`src/rtl/debug_pkg.sv`:
```
// Shared types and constants for the debug command path: command and error encodings,
// sequencer states and the abstract register number map.
`ifndef XLEN
`define XLEN 64
`endif

package debug_pkg;

  typedef enum logic [1:0] {
    CMD_HALT   = 2'b00,
    CMD_RESUME = 2'b01,
    CMD_ACCESS = 2'b10,
    CMD_RSVD   = 2'b11
  } dbg_cmd_e;

  typedef enum logic [2:0] {
    NONE       = 3'd0,
    NOTSUP     = 3'd2,
    EXCEPT     = 3'd3,
    HALTRESUME = 3'd4
  } dbg_cmderr_e;

  typedef enum logic [2:0] {
    IDLE,
    HALT_WAIT,
    RESUME_WAIT,
    ACCESS,
    CAPTURE,
    RESP
  } dbg_state_e;

  typedef enum logic [1:0] {
    SEL_CSR,
    SEL_GPR,
    SEL_FPR,
    SEL_INV
  } dbg_sel_e;

  localparam logic [15:0] REGNO_CSR_BASE = 16'h0000;
  localparam logic [15:0] REGNO_GPR_BASE = 16'h1000;
  localparam logic [15:0] REGNO_FPR_BASE = 16'h1020;
  localparam logic [15:0] REGNO_CSR_NUM  = 16'h1000;
  localparam logic [15:0] REGNO_GPR_NUM  = 16'h0020;
  localparam logic [15:0] REGNO_FPR_NUM  = 16'h0020;

endpackage

```
`src/rtl/pipdebug_interface.sv`:
```
// Core debug port: run control handshake plus CSR/GPR/FPR index, write and read-back buses.
interface pipdebug_interface #(
  parameter int XLEN = 64
);
  logic            haltreq;
  logic            resumereq;
  logic            halted;
  logic            run;
  logic [11:0]     csrindex;
  logic [XLEN-1:0] csrwdata;
  logic            csrwr;
  logic [XLEN-1:0] csrrdata;
  logic [4:0]      igprindex;
  logic [XLEN-1:0] igprwdata;
  logic            igprwr;
  logic [XLEN-1:0] igprrdata;
  logic [4:0]      fgprindex;
  logic [XLEN-1:0] fgprwdata;
  logic            fgprwr;
  logic [XLEN-1:0] fgprrdata;

  modport master (
    output haltreq, resumereq,
    output csrindex, csrwdata, csrwr,
    output igprindex, igprwdata, igprwr,
    output fgprindex, fgprwdata, fgprwr,
    input  halted, run, csrrdata, igprrdata, fgprrdata
  );

  modport slave (
    input  haltreq, resumereq,
    input  csrindex, csrwdata, csrwr,
    input  igprindex, igprwdata, igprwr,
    input  fgprindex, fgprwdata, fgprwr,
    output halted, run, csrrdata, igprrdata, fgprrdata
  );
endinterface

```
`src/rtl/debug_regno_decode.sv`:
```
// Maps an abstract register number onto the CSR, GPR or FPR file plus the index
// within that file; anything outside the three windows is flagged invalid.
module debug_regno_decode
  import debug_pkg::*;
(
  input  logic [15:0] regno_i,
  output logic [1:0]  sel_o,
  output logic [11:0] index_o
);

  logic [15:0] off_csr;
  logic [15:0] off_gpr;
  logic [15:0] off_fpr;

  assign off_csr = regno_i - REGNO_CSR_BASE;
  assign off_gpr = regno_i - REGNO_GPR_BASE;
  assign off_fpr = regno_i - REGNO_FPR_BASE;

  always_comb begin
    sel_o   = SEL_INV;
    index_o = 12'd0;
    if (off_csr < REGNO_CSR_NUM) begin
      sel_o   = SEL_CSR;
      index_o = off_csr[11:0];
    end else if (off_gpr < REGNO_GPR_NUM) begin
      sel_o   = SEL_GPR;
      index_o = {7'd0, off_gpr[4:0]};
    end else if (off_fpr < REGNO_FPR_NUM) begin
      sel_o   = SEL_FPR;
      index_o = {7'd0, off_fpr[4:0]};
    end
  end

endmodule

```
`src/rtl/debug_cmd_ctrl.sv`:
```
// Abstract-command sequencer: runs one halt, resume or register access at a time
// against the core debug port and returns read data with a cmderr code.
module debug_cmd_ctrl
  import debug_pkg::*;
#(
  parameter int XLEN         = `XLEN,
  parameter int HALT_TIMEOUT = 1023
) (
  input  logic                   clk_i,
  input  logic                   srst_i,
  input  logic                   cmd_valid_i,
  output logic                   cmd_ready_o,
  input  logic [1:0]             cmd_type_i,
  input  logic                   cmd_write_i,
  input  logic [15:0]            cmd_regno_i,
  input  logic [XLEN-1:0]        cmd_wdata_i,
  output logic                   rsp_valid_o,
  input  logic                   rsp_ready_i,
  output logic [XLEN-1:0]        rsp_rdata_o,
  output logic [2:0]             rsp_err_o,
  output logic                   busy_o,
  pipdebug_interface.master      dbg
);

  localparam int CNT_W = ($clog2(HALT_TIMEOUT + 1) > 10) ? $clog2(HALT_TIMEOUT + 1) : 10;
  localparam logic [CNT_W-1:0] CNT_LIMIT = CNT_W'(HALT_TIMEOUT);

  dbg_state_e      state_q, state_d;
  logic [CNT_W-1:0] cnt_q, cnt_d;
  dbg_sel_e        sel_q, sel_d;
  logic            write_q, write_d;
  logic            x0_q, x0_d;
  logic            haltreq_q, haltreq_d;
  logic            resumereq_q, resumereq_d;
  logic [11:0]     csrindex_q, csrindex_d;
  logic [XLEN-1:0] csrwdata_q, csrwdata_d;
  logic            csrwr_q, csrwr_d;
  logic [4:0]      igprindex_q, igprindex_d;
  logic [XLEN-1:0] igprwdata_q, igprwdata_d;
  logic            igprwr_q, igprwr_d;
  logic [4:0]      fgprindex_q, fgprindex_d;
  logic [XLEN-1:0] fgprwdata_q, fgprwdata_d;
  logic            fgprwr_q, fgprwr_d;
  logic            rsp_valid_q, rsp_valid_d;
  logic [XLEN-1:0] rsp_rdata_q, rsp_rdata_d;
  dbg_cmderr_e     rsp_err_q, rsp_err_d;
  logic            cmd_ready_q, cmd_ready_d;
  logic            busy_q, busy_d;

  logic [1:0]      dec_sel;
  logic [11:0]     dec_index;
  dbg_sel_e        dec_sel_e;

  debug_regno_decode u_decode (
    .regno_i (cmd_regno_i),
    .sel_o   (dec_sel),
    .index_o (dec_index)
  );

  assign dec_sel_e = dbg_sel_e'(dec_sel);

  always_comb begin
    state_d     = state_q;
    cnt_d       = cnt_q;
    sel_d       = sel_q;
    write_d     = write_q;
    x0_d        = x0_q;
    haltreq_d   = 1'b0;
    resumereq_d = 1'b0;
    csrindex_d  = csrindex_q;
    csrwdata_d  = csrwdata_q;
    csrwr_d     = 1'b0;
    igprindex_d = igprindex_q;
    igprwdata_d = igprwdata_q;
    igprwr_d    = 1'b0;
    fgprindex_d = fgprindex_q;
    fgprwdata_d = fgprwdata_q;
    fgprwr_d    = 1'b0;
    rsp_valid_d = rsp_valid_q;
    rsp_rdata_d = rsp_rdata_q;
    rsp_err_d   = rsp_err_q;

    case (state_q)
      IDLE: begin
        if (cmd_valid_i && cmd_ready_q) begin
          write_d     = cmd_write_i;
          sel_d       = dec_sel_e;
          x0_d        = (dec_sel_e == SEL_GPR) && (dec_index[4:0] == 5'd0);
          rsp_rdata_d = '0;
          rsp_err_d   = NONE;
          case (dbg_cmd_e'(cmd_type_i))
            CMD_HALT: begin
              if (dbg.halted) begin
                state_d     = RESP;
                rsp_valid_d = 1'b1;
              end else begin
                state_d   = HALT_WAIT;
                cnt_d     = '0;
                haltreq_d = 1'b1;
              end
            end
            CMD_RESUME: begin
              if (!dbg.halted) begin
                state_d     = RESP;
                rsp_valid_d = 1'b1;
                rsp_err_d   = HALTRESUME;
              end else begin
                state_d     = RESUME_WAIT;
                cnt_d       = '0;
                resumereq_d = 1'b1;
              end
            end
            CMD_ACCESS: begin
              if (!dbg.halted) begin
                state_d     = RESP;
                rsp_valid_d = 1'b1;
                rsp_err_d   = HALTRESUME;
              end else if (dec_sel_e == SEL_INV) begin
                state_d     = RESP;
                rsp_valid_d = 1'b1;
                rsp_err_d   = NOTSUP;
              end else begin
                state_d = ACCESS;
                // The write strobe is registered here so it is high for the ACCESS cycle only.
                case (dec_sel_e)
                  SEL_CSR: begin
                    csrindex_d = dec_index;
                    csrwdata_d = cmd_wdata_i;
                    csrwr_d    = cmd_write_i;
                  end
                  SEL_GPR: begin
                    igprindex_d = dec_index[4:0];
                    igprwdata_d = cmd_wdata_i;
                    igprwr_d    = cmd_write_i && (dec_index[4:0] != 5'd0);
                  end
                  SEL_FPR: begin
                    fgprindex_d = dec_index[4:0];
                    fgprwdata_d = cmd_wdata_i;
                    fgprwr_d    = cmd_write_i;
                  end
                  default: ;
                endcase
              end
            end
            default: begin
              state_d     = RESP;
              rsp_valid_d = 1'b1;
              rsp_err_d   = NOTSUP;
            end
          endcase
        end
      end
      HALT_WAIT: begin
        // A halt seen on the same cycle the counter expires still counts as success.
        if (dbg.halted) begin
          state_d     = RESP;
          rsp_valid_d = 1'b1;
          rsp_err_d   = NONE;
        end else if (cnt_q == CNT_LIMIT) begin
          state_d     = RESP;
          rsp_valid_d = 1'b1;
          rsp_err_d   = EXCEPT;
        end else begin
          haltreq_d = 1'b1;
          if (cnt_q != '1) cnt_d = cnt_q + CNT_W'(1);
        end
      end
      RESUME_WAIT: begin
        if (dbg.run) begin
          state_d     = RESP;
          rsp_valid_d = 1'b1;
          rsp_err_d   = NONE;
        end else if (cnt_q == CNT_LIMIT) begin
          state_d     = RESP;
          rsp_valid_d = 1'b1;
          rsp_err_d   = EXCEPT;
        end else begin
          resumereq_d = 1'b1;
          if (cnt_q != '1) cnt_d = cnt_q + CNT_W'(1);
        end
      end
      ACCESS: begin
        state_d = CAPTURE;
      end
      CAPTURE: begin
        case (sel_q)
          SEL_CSR: rsp_rdata_d = dbg.csrrdata;
          SEL_GPR: rsp_rdata_d = dbg.igprrdata;
          SEL_FPR: rsp_rdata_d = dbg.fgprrdata;
          default: rsp_rdata_d = '0;
        endcase
        if (write_q || x0_q) rsp_rdata_d = '0;
        csrindex_d  = '0;
        csrwdata_d  = '0;
        igprindex_d = '0;
        igprwdata_d = '0;
        fgprindex_d = '0;
        fgprwdata_d = '0;
        state_d     = RESP;
        rsp_valid_d = 1'b1;
        rsp_err_d   = NONE;
      end
      RESP: begin
        if (rsp_ready_i) begin
          state_d     = IDLE;
          rsp_valid_d = 1'b0;
          rsp_rdata_d = '0;
          rsp_err_d   = NONE;
        end
      end
      default: state_d = IDLE;
    endcase

    cmd_ready_d = (state_d == IDLE);
    busy_d      = (state_d != IDLE);
  end

  always_ff @(posedge clk_i) begin
    if (srst_i) begin
      state_q     <= IDLE;
      cnt_q       <= '0;
      sel_q       <= SEL_CSR;
      write_q     <= 1'b0;
      x0_q        <= 1'b0;
      haltreq_q   <= 1'b0;
      resumereq_q <= 1'b0;
      csrindex_q  <= '0;
      csrwdata_q  <= '0;
      csrwr_q     <= 1'b0;
      igprindex_q <= '0;
      igprwdata_q <= '0;
      igprwr_q    <= 1'b0;
      fgprindex_q <= '0;
      fgprwdata_q <= '0;
      fgprwr_q    <= 1'b0;
      rsp_valid_q <= 1'b0;
      rsp_rdata_q <= '0;
      rsp_err_q   <= NONE;
      cmd_ready_q <= 1'b1;
      busy_q      <= 1'b0;
    end else begin
      state_q     <= state_d;
      cnt_q       <= cnt_d;
      sel_q       <= sel_d;
      write_q     <= write_d;
      x0_q        <= x0_d;
      haltreq_q   <= haltreq_d;
      resumereq_q <= resumereq_d;
      csrindex_q  <= csrindex_d;
      csrwdata_q  <= csrwdata_d;
      csrwr_q     <= csrwr_d;
      igprindex_q <= igprindex_d;
      igprwdata_q <= igprwdata_d;
      igprwr_q    <= igprwr_d;
      fgprindex_q <= fgprindex_d;
      fgprwdata_q <= fgprwdata_d;
      fgprwr_q    <= fgprwr_d;
      rsp_valid_q <= rsp_valid_d;
      rsp_rdata_q <= rsp_rdata_d;
      rsp_err_q   <= rsp_err_d;
      cmd_ready_q <= cmd_ready_d;
      busy_q      <= busy_d;
    end
  end

  assign cmd_ready_o   = cmd_ready_q;
  assign busy_o        = busy_q;
  assign rsp_valid_o   = rsp_valid_q;
  assign rsp_rdata_o   = rsp_rdata_q;
  assign rsp_err_o     = rsp_err_q;
  assign dbg.haltreq   = haltreq_q;
  assign dbg.resumereq = resumereq_q;
  assign dbg.csrindex  = csrindex_q;
  assign dbg.csrwdata  = csrwdata_q;
  assign dbg.csrwr     = csrwr_q;
  assign dbg.igprindex = igprindex_q;
  assign dbg.igprwdata = igprwdata_q;
  assign dbg.igprwr    = igprwr_q;
  assign dbg.fgprindex = fgprindex_q;
  assign dbg.fgprwdata = fgprwdata_q;
  assign dbg.fgprwr    = fgprwr_q;

endmodule
```
`src/flat_wrapper.sv`:
```
// flat-port wrapper written by rule: the top's interface ports become plain ports
module debug_cmd_ctrl_flat import debug_pkg::*;
#(
  parameter int XLEN         = `XLEN,
  parameter int HALT_TIMEOUT = 1023
)
  (clk_i, srst_i, cmd_valid_i, cmd_ready_o, cmd_type_i, cmd_write_i, cmd_regno_i, cmd_wdata_i, rsp_valid_o, rsp_ready_i, rsp_rdata_o, rsp_err_o, busy_o, dbg_haltreq, dbg_resumereq, dbg_csrindex, dbg_csrwdata, dbg_csrwr, dbg_igprindex, dbg_igprwdata, dbg_igprwr, dbg_fgprindex, dbg_fgprwdata, dbg_fgprwr, dbg_halted, dbg_run, dbg_csrrdata, dbg_igprrdata, dbg_fgprrdata);
  pipdebug_interface #(.XLEN(XLEN)) dbg_i ();
  input  logic clk_i;
  input  logic srst_i;
  input  logic cmd_valid_i;
  output logic cmd_ready_o;
  input  logic [1:0] cmd_type_i;
  input  logic cmd_write_i;
  input  logic [15:0] cmd_regno_i;
  input  logic [XLEN-1:0] cmd_wdata_i;
  output logic rsp_valid_o;
  input  logic rsp_ready_i;
  output logic [XLEN-1:0] rsp_rdata_o;
  output logic [2:0] rsp_err_o;
  output logic busy_o;
  output wire logic [$bits(dbg_i.haltreq)-1:0] dbg_haltreq;
  output wire logic [$bits(dbg_i.resumereq)-1:0] dbg_resumereq;
  output wire logic [$bits(dbg_i.csrindex)-1:0] dbg_csrindex;
  output wire logic [$bits(dbg_i.csrwdata)-1:0] dbg_csrwdata;
  output wire logic [$bits(dbg_i.csrwr)-1:0] dbg_csrwr;
  output wire logic [$bits(dbg_i.igprindex)-1:0] dbg_igprindex;
  output wire logic [$bits(dbg_i.igprwdata)-1:0] dbg_igprwdata;
  output wire logic [$bits(dbg_i.igprwr)-1:0] dbg_igprwr;
  output wire logic [$bits(dbg_i.fgprindex)-1:0] dbg_fgprindex;
  output wire logic [$bits(dbg_i.fgprwdata)-1:0] dbg_fgprwdata;
  output wire logic [$bits(dbg_i.fgprwr)-1:0] dbg_fgprwr;
  input wire logic [$bits(dbg_i.halted)-1:0] dbg_halted;
  input wire logic [$bits(dbg_i.run)-1:0] dbg_run;
  input wire logic [$bits(dbg_i.csrrdata)-1:0] dbg_csrrdata;
  input wire logic [$bits(dbg_i.igprrdata)-1:0] dbg_igprrdata;
  input wire logic [$bits(dbg_i.fgprrdata)-1:0] dbg_fgprrdata;
  assign dbg_haltreq = dbg_i.haltreq;
  assign dbg_resumereq = dbg_i.resumereq;
  assign dbg_csrindex = dbg_i.csrindex;
  assign dbg_csrwdata = dbg_i.csrwdata;
  assign dbg_csrwr = dbg_i.csrwr;
  assign dbg_igprindex = dbg_i.igprindex;
  assign dbg_igprwdata = dbg_i.igprwdata;
  assign dbg_igprwr = dbg_i.igprwr;
  assign dbg_fgprindex = dbg_i.fgprindex;
  assign dbg_fgprwdata = dbg_i.fgprwdata;
  assign dbg_fgprwr = dbg_i.fgprwr;
  assign dbg_i.halted = dbg_halted;
  assign dbg_i.run = dbg_run;
  assign dbg_i.csrrdata = dbg_csrrdata;
  assign dbg_i.igprrdata = dbg_igprrdata;
  assign dbg_i.fgprrdata = dbg_fgprrdata;
  debug_cmd_ctrl #(.XLEN(XLEN), .HALT_TIMEOUT(HALT_TIMEOUT)) u_core (.clk_i(clk_i), .srst_i(srst_i), .cmd_valid_i(cmd_valid_i), .cmd_ready_o(cmd_ready_o), .cmd_type_i(cmd_type_i), .cmd_write_i(cmd_write_i), .cmd_regno_i(cmd_regno_i), .cmd_wdata_i(cmd_wdata_i), .rsp_valid_o(rsp_valid_o), .rsp_ready_i(rsp_ready_i), .rsp_rdata_o(rsp_rdata_o), .rsp_err_o(rsp_err_o), .busy_o(busy_o), .dbg(dbg_i));
endmodule
```
`config.mk`:
```
export PLATFORM = sky130hd
export DESIGN_NAME = debug_cmd_ctrl_flat
export DESIGN_NICKNAME = d
export VERILOG_FILES = /design/src/rtl/debug_pkg.sv /design/src/rtl/pipdebug_interface.sv /design/src/rtl/debug_regno_decode.sv /design/src/rtl/debug_cmd_ctrl.sv /design/src/flat_wrapper.sv
export SDC_FILE = /design/constraint.sdc
export NUM_CORES = 1
export LEC_CHECK = 0
export CAP_MARGIN = 20
export CORE_ASPECT_RATIO = 1.75
export CORE_MARGIN = 3
export CORE_UTILIZATION = 25
export CTS_CLUSTER_DIAMETER = 30
export CTS_CLUSTER_SIZE = 8
export DETAILED_ROUTE_END_ITERATION = 12
export GPL_TIMING_DRIVEN = 1
export PLACE_DENSITY = 0.64
export SETUP_SLACK_MARGIN = 0.3
export SLEW_MARGIN = 30
export SYNTH_ARGS = -nofsm -noshare
export SYNTH_HDL_FRONTEND = slang
export SYNTH_SLANG_ARGS = --single-unit
```
`constraint.sdc`:
```
create_clock -name clk_i -period 2.5 [get_ports clk_i]
set_input_delay 0.75 -clock clk_i [delete_from_list [all_inputs] [get_ports clk_i]]
set_output_delay 0.75 -clock clk_i [all_outputs]
set_load 0.01 [all_outputs]
```
# Word level (Yosys, flattened, before mapping)
# Index checks and enable logic that the tools add are counted.
[totals] input_bits=281 output_inout_bits=289 ramBits=0 reg_bits=306 latch_bits=0 mem_bits_ro=0 n_memories=0 elab_cells=190
[classes] multipliers=0 n_addsub=3 n_eq_ne=30 mux=99 n_div=0 n_reduce_logical=27 shift=0 bitwise_logic=7 n_lt_le_gt_ge=3
[ops] cell="64-bit two-way mux" count=18
[ops] cell="64-bit one-hot mux with 2 select lines" count=3
[ops] cell="64-bit one-hot mux with 3 select lines" count=2
[ops] cell="12-bit two-way mux" count=6
[ops] cell="10-bit two-way mux" count=7
[ops] cell="5-bit two-way mux" count=12
[ops] cell="3-bit two-way mux" count=16
[ops] cell="16-bit by 6-bit < comparator with 1-bit output, second input constant" count=2
[ops] cell="16-bit by 13-bit subtractor with 16-bit output, second input constant" count=2
[ops] cell="10-bit one-hot mux with 3 select lines" count=1
[ops] cell="12-bit one-hot mux with 2 select lines" count=1
[ops] cell="6-bit AND reduction" count=4
[ops] cell="7-bit OR reduction" count=3
[ops] cell="10-bit one-hot mux with 2 select lines" count=1
[ops] cell="5-bit one-hot mux with 2 select lines" count=2
[ops] cell="1-bit two-way mux" count=19
[ops] cell="3-bit one-hot mux with 3 select lines" count=2
[ops] cell="3-bit one-hot mux with 6 select lines" count=1
[ops] cell="16-bit by 13-bit < comparator with 1-bit output, second input constant" count=1
[ops] cell="2-bit inequality test, second input constant" count=8
[ops] cell="3-bit inequality test, second input constant" count=5
[ops] cell="3-bit one-hot mux with 5 select lines" count=1
[ops] cell="10-bit by 1-bit adder with 10-bit output, second input constant" count=1
[ops] cell="10-bit == test, second input constant" count=1
[ops] cell="other kinds (24)" count=50

# Logic depth before layout (Yosys ltp)
[depth] word_depth=12 ltp_mapped=10

# By module
# From an unflattened synthesis, not the netlist that was laid out.
[unflattened] cells_unflattened=1620 hier_area_um2=12959.9
[by_module_without_submodules] mod="debug_cmd_ctrl" cells_each=1588 area_per_inst_um2=12743.5 seq_area_each_um2=6125.9 instances=1
[by_module_without_submodules] mod="debug_regno_decode" cells_each=32 area_per_inst_um2=216.5 seq_area_each_um2=0.0 instances=1

# Worst setup path before layout
# OpenSTA, ideal clock, no wires.
[synth_path] path_type="input port to flip-flop" from="input port cmd_regno_i[5]" to="register u_core.fgprwr_q (netlist: u_core.dbg.fgprwr)" arrival_ns=2.446 path_buffers=1 slack_ns=-0.007 setup_ns=0.061 path_stages=8 path_cell_list="buf_2 -> inv_1 -> ha_1 -> o21ai_0 -> or4b_2 -> and3_1 -> nor4b_2 -> and4b_1"
[synth_via] elab_chain_len=8
[synth_lines] item="start, declared" line_no="flat_wrapper.sv:15" text="input logic [15:0] cmd_regno_i;"
[synth_lines] item="16-bit by 13-bit subtractor with 16-bit output" line_no="debug_regno_decode.sv:17" text="assign off_fpr = regno_i - REGNO_FPR_BASE;"
[synth_lines] item="16-bit by 6-bit < comparator with 1-bit output" line_no="debug_regno_decode.sv:28" text="end else if (off_fpr < REGNO_FPR_NUM) begin"
[synth_lines] item="1-bit two-way mux" line_no="debug_regno_decode.sv:28"
[synth_lines] item="2-bit two-way mux" line_no="debug_regno_decode.sv:25" text="end else if (off_gpr < REGNO_GPR_NUM) begin"
[synth_lines] item="2-bit two-way mux *" line_no="debug_regno_decode.sv:22" text="if (off_csr < REGNO_CSR_NUM) begin"
[synth_lines] item="2-bit == test" line_no="debug_cmd_ctrl.sv:125" text="case (dec_sel_e)"
[synth_lines] item="1-bit inverter (no source line)"
[synth_lines] item="7-bit OR reduction (no source line) *"
[synth_lines] item="end signal, assigned" line_no="debug_cmd_ctrl.sv:257" text="fgprwr_q <= fgprwr_d;"
[synth_lines] item="end, declared" line_no="debug_cmd_ctrl.sv:43" text="logic fgprwr_q, fgprwr_d;"
# Every way passes the cells marked *; elsewhere a longest branch is shown, timed or not.
# A chain may end at the register's enable or synchronous reset.

# Worst setup path in the final report
[layout_path] from="input port cmd_type_i[1]" to="register u_core.igprwdata_q[36] (netlist: u_core.dbg.igprwdata[36])"
[layout_via] elab_chain_len=3
[layout_lines] item="start, declared" line_no="flat_wrapper.sv:13" text="input logic [1:0] cmd_type_i;"
[layout_lines] item="2-bit == test" line_no="debug_cmd_ctrl.sv:91" text="case (dbg_cmd_e'(cmd_type_i))"
[layout_lines] item="2-bit inequality test (no source line)"
[layout_lines] item="6-bit AND reduction (no source line)"
[layout_lines] item="end signal, assigned" line_no="debug_cmd_ctrl.sv:253" text="igprwdata_q <= igprwdata_d;"
[layout_lines] item="end, declared" line_no="debug_cmd_ctrl.sv:39" text="logic [XLEN-1:0] igprwdata_q, igprwdata_d;"
# Every way passes these cells.

==> flow_summary.ini <==
[drt]
viasPerCell = 5.031
antenna_left = 0
drc = 0
num_vias = 14720
wl_per_cell_um = 21.31
drt-total-wl_um = 62360
drtIter0Drc = 893
drt_first_pass_iters = 6

[grt]
gr-total-overflow = 0
antenna_found_initial = 7
grt_max_degree = 129
grt_pass1_vias = 14540
grt_pass1_wl_um = 85720
grtUsageTotal = 0.1995

[worst_setup_path]
arrival_ps = 2690
cpMostUsedCell = buf_6
start_kind = primary input
required_ps = 3010
cp_slowest_stage_delay_ps = 480
cpLargestDelayFamily = buffers and inverters
critPathCaptureType = flop
crit_fanout = 8
cp_cell_sequence = clkdlybuf4s50_1 > and3b_2 > a31oi_4 > buf_6 > a211oi_4 > buf_6 > clkbuf_16 > nand3_1 > a21oi_2
crit_type = in2reg
slowest_stage = clkdlybuf4s50_1
crit_buf_inv = 4

[cts]
path_clk_slew_ps = 50
numCtsBuffers = 55
htree_levels = 2
clock_path_buffers = 3
cts_tree = built
cts.hold.buffers_added = 0
clockRootBuffer = clkbuf_16
clk-insertion-delay-late_ps = 570
cts_sinks = 306

[logic_synthesis]
synthCells = 1626
ys_types = 69
syn_area_per_cell_um2 = 8.026
synthTopCellsByCount = 309 x nand2_1, 306 x dfxtp_1, 229 x a21oi_1
async_reset_ff_frac = 0
synth_seq_cells = 306
ys_seq_area_frac = 0.4694
synth_area_mm2 = 0.01305
yosys.area.top_type = dfxtp_1
synth.area.top_cells = dfxtp_1 47%, nand2_1 8.9%, a21oi_1 8.8%
syn_nets = 1909
synth.most_common_cell = nand2_1
synth_top_flop_cell = dfxtp_1
ys_warn_count = 0
synth_edf_count = 0
synth_top_area_share = 0.4694

[placed_design]
finalWeightedCongestion = 0.9144
port_buffers = 569
dpl.hpwl_um = 42840
pre_cts_slack_ps = -498.2

[finish]
fillers = 5093
multiInputGateArea_mm2 = 0.006510
register_area_mm2 = 0.006132
area_growth_pct = 69.67
drive_gt1_frac = 0.1186
finish.utilization = 0.4302
fin_nets = 2505

[sta]
finalHoldViolations = 0
fin_crit_ps = 2178
fin_crit_sh = 0.8712
slew_headroom = 0.4917
fmax_mhz = 459.1
skew_ps = 30.57
rsz0062_at_grt = no
setup_viol = 0
setup_ws_ps = 322.0
drv_slew = 0
worstMarginPinSlew_ps = 762.4

[pwr]
clkPwrFrac = 0.351
ir_drop_v = 0.0006467
pwr-share-comb = 0.362
internal-power_mw = 13.09
p_per_area_mw_per_mm2 = 907.1
power_switching_mw = 7.001
sw_frac_of_total = 0.3485
leakage_nw = 9.136
seq_power_share = 0.287

[die]
num_rows = 110
initial_core_util = 0.2535
die_area_mm2 = 0.05509
ios = 570
die_x_um = 178.7
core-area_mm2 = 0.05147
die_y_um = 308.2

[outcome]
outcome = finished clean

[min_path]
hold_class = in2reg

[job]
maxCapViolCount = 0
-- timing repair --
| item | CTS | global route |
|---|---|---|
| gates resized for setup | 306 | 44 |
| pin swaps | 8 | 18 |
| gates cloned | 5 | 9 |
| endpoints found under the setup margin | 428 | 257 |
| buffers inserted | 11 | 10 |
-- cell type report --
cell class / instances / area share
Tap cell: 672 / 0.03797
Timing Repair Buffer: 693 / 0.3101
Sequential cell: 306 / 0.2769
Multi-Input combinational cell: 1155 / 0.2940
Clock inverter: 22 / 0.01209
Clock buffer: 65 / 0.06662
Inverter: 11 / 0.002091
Antenna cell: 2 / 0.0002260
-- metrics by stage --
stage               hold slack (ps)  setup TNS, ps  power (mW)  cell area [um^2]  cells
floorplan                     447.8              0       9.198             13230   1626
global placement              437.8         -77620       12.32             19970   2800
detailed placement            445.3         -83480       12.47             20020   2802
CTS                           404.2              0       20.03             21730   2905
global route                  424.5              0       21.02             22140   2925
finish                        443.7              0       20.09             22140   2926
-- cell usage in the layout, fill, tap and decap left out, types with 64 or more instances in the layout --
master	n
mux2i_1	64
dlygate4sd2_1	284
nand2_1	307
nor2_1	79
a21oi_1	224
nand3_1	72
o21ai_0	144
clkdlybuf4s50_1	268
buf_4	78
a22oi_1	68
nand4_1	73
dfxtp_1	303
-- metal layers --
metal / GRT usage / vias up / wire [um]
met1: 0.1999 / 6859 / 21000
met2: 0.3629 / 756 / 31670
met4: 0.1016 / 2 / 3445
met3: 0.06516 / 168 / 6232
li1: - / 6935 / -
met5: 0 / - / 13
-- power by group through the flow --
stage | sequential, mW | combinational [mW] | clock, mW
6_report | 5.76 | 7.27 | 7.06
3_3_place_gp | 5.85 | 6.48 | 0
4_1_cts | 5.76 | 7.04 | 7.23
3_5_place_dp | 5.86 | 6.61 | 0
5_1_grt | 5.82 | 7.78 | 7.42
2_1_floorplan | 6.00 | 3.20 | 0
-- worst paths after layout --
kind | from | endpoint | slack, ps | cells past startpoint
hold / removal | srst_i | u_core.dbg.fgprwdata[58] | 440 | 2
setup reg to reg | u_core.state_q[1] | u_core.cnt_q[9] | 410 | 5
hold reg to reg | u_core.dbg.csrwdata[62] | u_core.dbg.csrwdata[62] | 440 | 2
setup / recovery | cmd_type_i[1] | u_core.dbg.igprwdata[36] | 320 | 9
-- flip-flops by register name, summed over array words and instances, names as in the netlist --
name	count
u_core.dbg.csrwdata	64
u_core.dbg.fgprwdata	64
u_core.dbg.igprwdata	64
u_core.rsp_rdata_o	64
u_core.dbg.csrindex	12
u_core.cnt_q	10
u_core.dbg.fgprindex	5
u_core.dbg.igprindex	5
u_core.rsp_err_o	3
u_core.state_q	3
u_core.sel_q	2
u_core.busy_o	1
u_core.cmd_ready_o	1
u_core.dbg.csrwr	1
u_core.dbg.fgprwr	1
u_core.dbg.haltreq	1
u_core.dbg.igprwr	1
u_core.dbg.resumereq	1
u_core.rsp_valid_o	1
u_core.write_q	1
u_core.x0_q	1
-- kinds of logic (layout without fill, tap and decap cells) --
family	Yosys count	in the layout	synth area share
other	0	2	0
xor gates and xnor gates	6	6	0.004027
and+or+nand+nor	599	599	0.2108
AOI/OAI and AO/OA	484	484	0.2123
buffers and inverters	165	791	0.05244
DFF	306	306	0.4694
adders and majority gates	2	2	0.001917
muxes	64	64	0.04909
Note: power is estimated with default switching activity, not from simulation.
